`config.mk`:
```
export PLATFORM = sky130hd
export DESIGN_NAME = rom_responder
export DESIGN_NICKNAME = d
export VERILOG_FILES = /design/src/rtl/rom_responder.sv
export SDC_FILE = /design/constraint.sdc
export NUM_CORES = 2
export LEC_CHECK = 0
export BUFFER_PORTS_ARGS = -buffer_cell sky130_fd_sc_hd__buf_2
export CORE_AREA = 2 2 371 373
export CTS_CLUSTER_DIAMETER = 80
export DETAILED_ROUTE_END_ITERATION = 12
export DIE_AREA = 0 0 373 375
export MAX_ROUTING_LAYER = met4
export PLACE_DENSITY = 0.76
export SLEW_MARGIN = 20
export SYNTH_ARGS = -nofsm -noshare
export SYNTH_HDL_FRONTEND = slang
export SYNTH_SLANG_ARGS = --single-unit
```
`constraint.sdc`:
```
create_clock -name CLK -period 2.95 [get_ports CLK]
set_clock_uncertainty 0.1 [all_clocks]
set_input_delay 0.1475 -clock CLK [delete_from_list [all_inputs] [get_ports CLK]]
set_output_delay 0.1475 -clock CLK [all_outputs]
set_load 0.005 [all_outputs]
```
`src/rtl/rom_responder.sv`:
```
// rom_responder: 4001-style program ROM with one I/O port on the 4-bit multiplexed instruction bus.
// Follows the 8-phase cycle from SYNC, answers fetches for CHIP_ID and handles SRC/WRR/RDR.
module rom_responder #(
    parameter logic [3:0] CHIP_ID = 4'h0,
    parameter logic [3:0] IO_RST  = 4'h0
) (
    input  logic       CLK,
    input  logic       RES,
    input  logic       SYNC,
    input  logic       CM_ROM,
    input  logic [3:0] DATA_I,
    output logic [3:0] DATA_O,
    output logic       DATA_OE,
    input  logic [3:0] IO_IN,
    output logic [3:0] IO_OUT,
    input  logic       LD_WE,
    input  logic [7:0] LD_ADDR,
    input  logic [7:0] LD_DATA
);
    typedef enum logic [3:0] {IDLE, A1, A2, A3, M1, M2, X1, X2, X3} phase_t;
    phase_t phase_q, phase_d;
    logic [7:0] mem_q [256];
    logic [7:0] addr_q, addr_d, byte_q, byte_d, rd;
    logic [3:0] data_q, data_d, io_q, io_d, opa_q, opa_d;
    logic oe_q, oe_d, sel_q, sel_d, src_q, src_d, pend_q, pend_d;
    logic abort, hit, rdr, wrr;
    assign rd = mem_q[addr_q];
    assign DATA_O = data_q;
    assign DATA_OE = oe_q;
    assign IO_OUT = io_q;
    always_comb begin
        phase_d = SYNC ? A1 : phase_q == IDLE ? IDLE : phase_q == X3 ? A1 : phase_t'(phase_q + 4'd1);
        abort = SYNC && phase_q != X3 && phase_q != IDLE;
        hit = DATA_I == CHIP_ID;
        rdr = pend_q && opa_q == 4'hA && src_q;
        wrr = pend_q && opa_q == 4'h2 && src_q;
        addr_d = addr_q;
        byte_d = byte_q;
        sel_d = sel_q;
        src_d = src_q;
        pend_d = pend_q;
        opa_d = opa_q;
        io_d = io_q;
        data_d = 4'h0;
        oe_d = 1'b0;
        case (phase_q)
            A1: addr_d[3:0] = DATA_I;
            A2: addr_d[7:4] = DATA_I;
            // whole byte captured here so later loads cannot split the opcode
            A3: begin
                sel_d = hit;
                byte_d = rd;
                oe_d = hit;
                data_d = hit ? rd[7:4] : 4'h0;
            end
            M1: begin
                oe_d = sel_q;
                data_d = sel_q ? byte_q[3:0] : 4'h0;
            end
            M2: begin
                pend_d = CM_ROM ? 1'b1 : pend_q;
                opa_d = CM_ROM ? DATA_I : opa_q;
            end
            X1: begin
                oe_d = rdr;
                data_d = rdr ? IO_IN : 4'h0;
            end
            X2: begin
                src_d = CM_ROM ? hit : src_q;
                io_d = wrr ? DATA_I : io_q;
            end
            X3: pend_d = 1'b0;
            default: ;
        endcase
        if (abort) begin
            oe_d = 1'b0;
            data_d = 4'h0;
            pend_d = 1'b0;
            sel_d = 1'b0;
        end
    end
    always_ff @(posedge CLK) begin
        if (RES) begin
            phase_q <= IDLE;
            addr_q <= 8'h00;
            byte_q <= 8'h00;
            sel_q <= 1'b0;
            src_q <= 1'b0;
            pend_q <= 1'b0;
            opa_q <= 4'h0;
            io_q <= IO_RST;
            data_q <= 4'h0;
            oe_q <= 1'b0;
        end else begin
            phase_q <= phase_d;
            addr_q <= addr_d;
            byte_q <= byte_d;
            sel_q <= sel_d;
            src_q <= src_d;
            pend_q <= pend_d;
            opa_q <= opa_d;
            io_q <= io_d;
            data_q <= data_d;
            oe_q <= oe_d;
        end
    end
    always_ff @(posedge CLK) begin
        if (LD_WE) mem_q[LD_ADDR] <= LD_DATA;
    end
endmodule

```
==> metrics.cfg <==
[sta]
finalSetupViolations = 7
holdWs_ns = 0.0701
finalHoldViolCount = 0
tightest_slew_ns = 1.06
rsz0062_at_grt = yes
relSlewSlack_pct = 29.2
period_minus_slack_ns = 3.04
drv_slew = 0
setup_ws_ns = -0.0896
max_freq_ghz = 0.329
finalCritPeriodShare_pct = 103

[floorplan]
io_pins = 38
core_sq_um = 136000
die_area_sq_um = 140000
start_util_pct = 59.5
die_y_um = 375
rows = 136
die_w_um = 373

[finish]
final_core_util_pct = 70.3
fin_cells = 6519
fin_area_sq_um = 95800
synthToLayoutAreaGrowth_pct = 18.3
layout.nets = 4592
drive_gt1_share_pct = 33.9

[routing]
vias_per_cell = 6.80
first_pass_iters = 8
wl_per_cell_um = 33.5
drcViolationCount = 0
ant_nets = 0
drt-total-wl_um = 218000
first_iter_violations = 6661
vias = 44300

[critical_path]
path_cells = buf_12, buf_16, buf_16, buf_4, mux4_2, mux4_2, a211oi_4, or4_4, o21ai_1
worstSetupStartpointType = flip-flop
critPathLaunch = addr_q[0]$_SDFFE_PP0N_
cp_max_fo = 13
cp.arrival_ns = 3.65
end_kind = flip-flop
cp_num_buf_inv = 4
crit_required_ns = 3.56
critPathKind = flip-flop to flip-flop
crit_slowest_cell = mux4_2
cpPeakStageDelay_ns = 0.58
critPathTopFamily = multiplexers
r2r-start = addr_q[0]$_SDFFE_PP0N_

[placed_design]
dp_cells = 6052
post-dp-hpwl_um = 133000
post_dp_cell_area_sq_um = 87600
io_buffers = 37
gp_congestion = 0.987

[synthesis]
synth_top_area_share_pct = 75.9
synthesis.area_sq_um = 81000
synthArstFlopShare_pct = 0
synthesis.nets = 3878
ys_types = 57
yosys-top-cells-count = 2048 x edfxtp_1, 503 x mux4_2, 308 x nor2_1
yosysWarnings = 0
syn_inst = 3845
synth_edf_count = 2048
synth_area_leaders = edfxtp_1 76%, mux4_2 14%, mux2i_1 2.2%
synth_flop_cell = edfxtp_1
seq_area_frac_synth_pct = 76.7
synth_most_common_cell = edfxtp_1
syn_avg_cell_area_sq_um = 21.1
yosysTopAreaCell = edfxtp_1
ys_ff_latch = 2080

[power]
cellPowerDensity_nw_per_um2 = 633
vdd_drop_max_mv = 0.631
p_sw_share_pct = 21.5
p_int_w = 0.0476
power.share.clock_pct = 40.0
leakage_nw = 30.5
combPwrFrac_pct = 6.4
p_switching_w = 0.0131
seqPwrFrac_pct = 53.6

[worst_hold_path]
holdCritStartpoint = LD_ADDR[0]
hp-class = input pin to flip-flop

[clock_tree]
clock_latency_ns = 0.84
max-clock-path-buffers = 3
cts_buffers = 196
clk_pin_slew_worst_paths_ns = 0.06
cts-root-buf = clkbuf_16
cts_max_level = 4
clock-sinks = 2080
cts_tree = built

[global_routing]
overflow = 0
grt_pass1_vias = 43759
grt_max_degree = 109
grt_pass1_wl_um = 309000
antenna_found_initial = 11
track_usage_pct = 32.1

[run_status]
status = finished, violations left
violations = negative setup slack

[run]
maxCapViolations = 0

[power by group through the flow]
stage | logic [W] | clock network (W) | registers [W]
after CTS | 0.00364 | 0.0244 | 0.0325
after global placement | 0.00331 | 0 | 0.0332
after detailed placement | 0.00338 | 0 | 0.0332
final | 0.00387 | 0.0243 | 0.0325
after global routing | 0.00399 | 0.0255 | 0.0325
after floorplan | 0.00178 | 0 | 0.0332
[sequential cells by signal, summed over array words and instances (netlist names)]
register / flops
pend_q: 1
opa_q: 4
addr_q: 8
DATA_OE: 1
src_q: 1
byte_q: 4
phase_q: 4
IO_OUT: 4
DATA_O: 4
sel_q: 1
mem_q: 2048
[cell usage in the layout, fill, tap and decap left out, types with 27 or more instances in the layout]
master and instances:
dfxtp_1 27, dlygate4sd3_1 29, buf_12 65, clkinv_2 37, buf_4 560, buf_2 29, a21oi_1 47, nand2_1 86
clkbuf_1 45, clkinv_1 41, edfxtp_1 2048, mux4_2 503, nor2_1 306, nand3_1 49, o221ai_1 41, clkbuf_16 202
mux2i_1 174, o22ai_1 39
[final timing paths]
check / to / slack, ns / depth (start not counted)
setup / recovery: byte_q[3]$_SDFFE_PP0P_ / -0.09 / 9
hold / removal: mem_q[163][3]$_DFFE_PP_ / 0.07 / 4
setup reg to reg: byte_q[3]$_SDFFE_PP0P_ / -0.09 / 9
hold reg to reg: sel_q$_SDFFE_PP0P_ / 0.37 / 2
[layout make-up]
type	count	area, sq um
antenna	8	20.0
clock inverter	108	950
sequential	2080	62200
tap	1794	2240
fill	7552	40500
clock buffer	248	5190
inverter	8	37.5
timing repair buffer	742	7020
multi-input combinational	1531	18200
[layer usage]
metal / track usage [%] / routed length (um)
met4: 13.9 / 11700
met2: 48.4 / 103000
met1: 42.1 / 73600
met5: - / 0
met3: 8.04 / 29600
[logic make-up (layout without fill, tap and decap cells)]
group           count (synthesis)  count (layout)  synth area share (%)
flops                        2080            2080                  76.7
buf+inv                       234            1106                  1.60
xor+xnor                        1               1                0.0108
simple gates                  568             568                  3.04
mux                           689             689                  16.3
fa+ha+maj                       4               4                0.0618
other cells                     0               8                     0
compound gates                269             269                  2.31
[stage by stage]
step | setup slack, ns | power [W] | TNS [ns]
4_1_cts | -0.00881 | 0.0606 | -0.0136
2_1_floorplan | 0.314 | 0.0349 | 0
5_1_grt | -0.0820 | 0.0620 | -0.332
3_5_place_dp | -0.520 | 0.0366 | -2.62
3_3_place_gp | -0.487 | 0.0365 | -2.31
6_report | -0.0896 | 0.0607 | -0.326
[worst min-delay path: cells and delay by family]
family                 cells  cell delay (ns)
buffers and inverters      2             0.34
and+or+nand+nor            2             0.34
[what timing repair did]
item,in CTS,in global routing
endpoints found under the setup margin,8,8
gates resized for setup,100,85
gates cloned,7,4
setup buffers,27,37
endpoints found under the hold margin,784,0
hold buffers,29,0
pin swaps,12,16
Power figures use the tool's default switching activity.
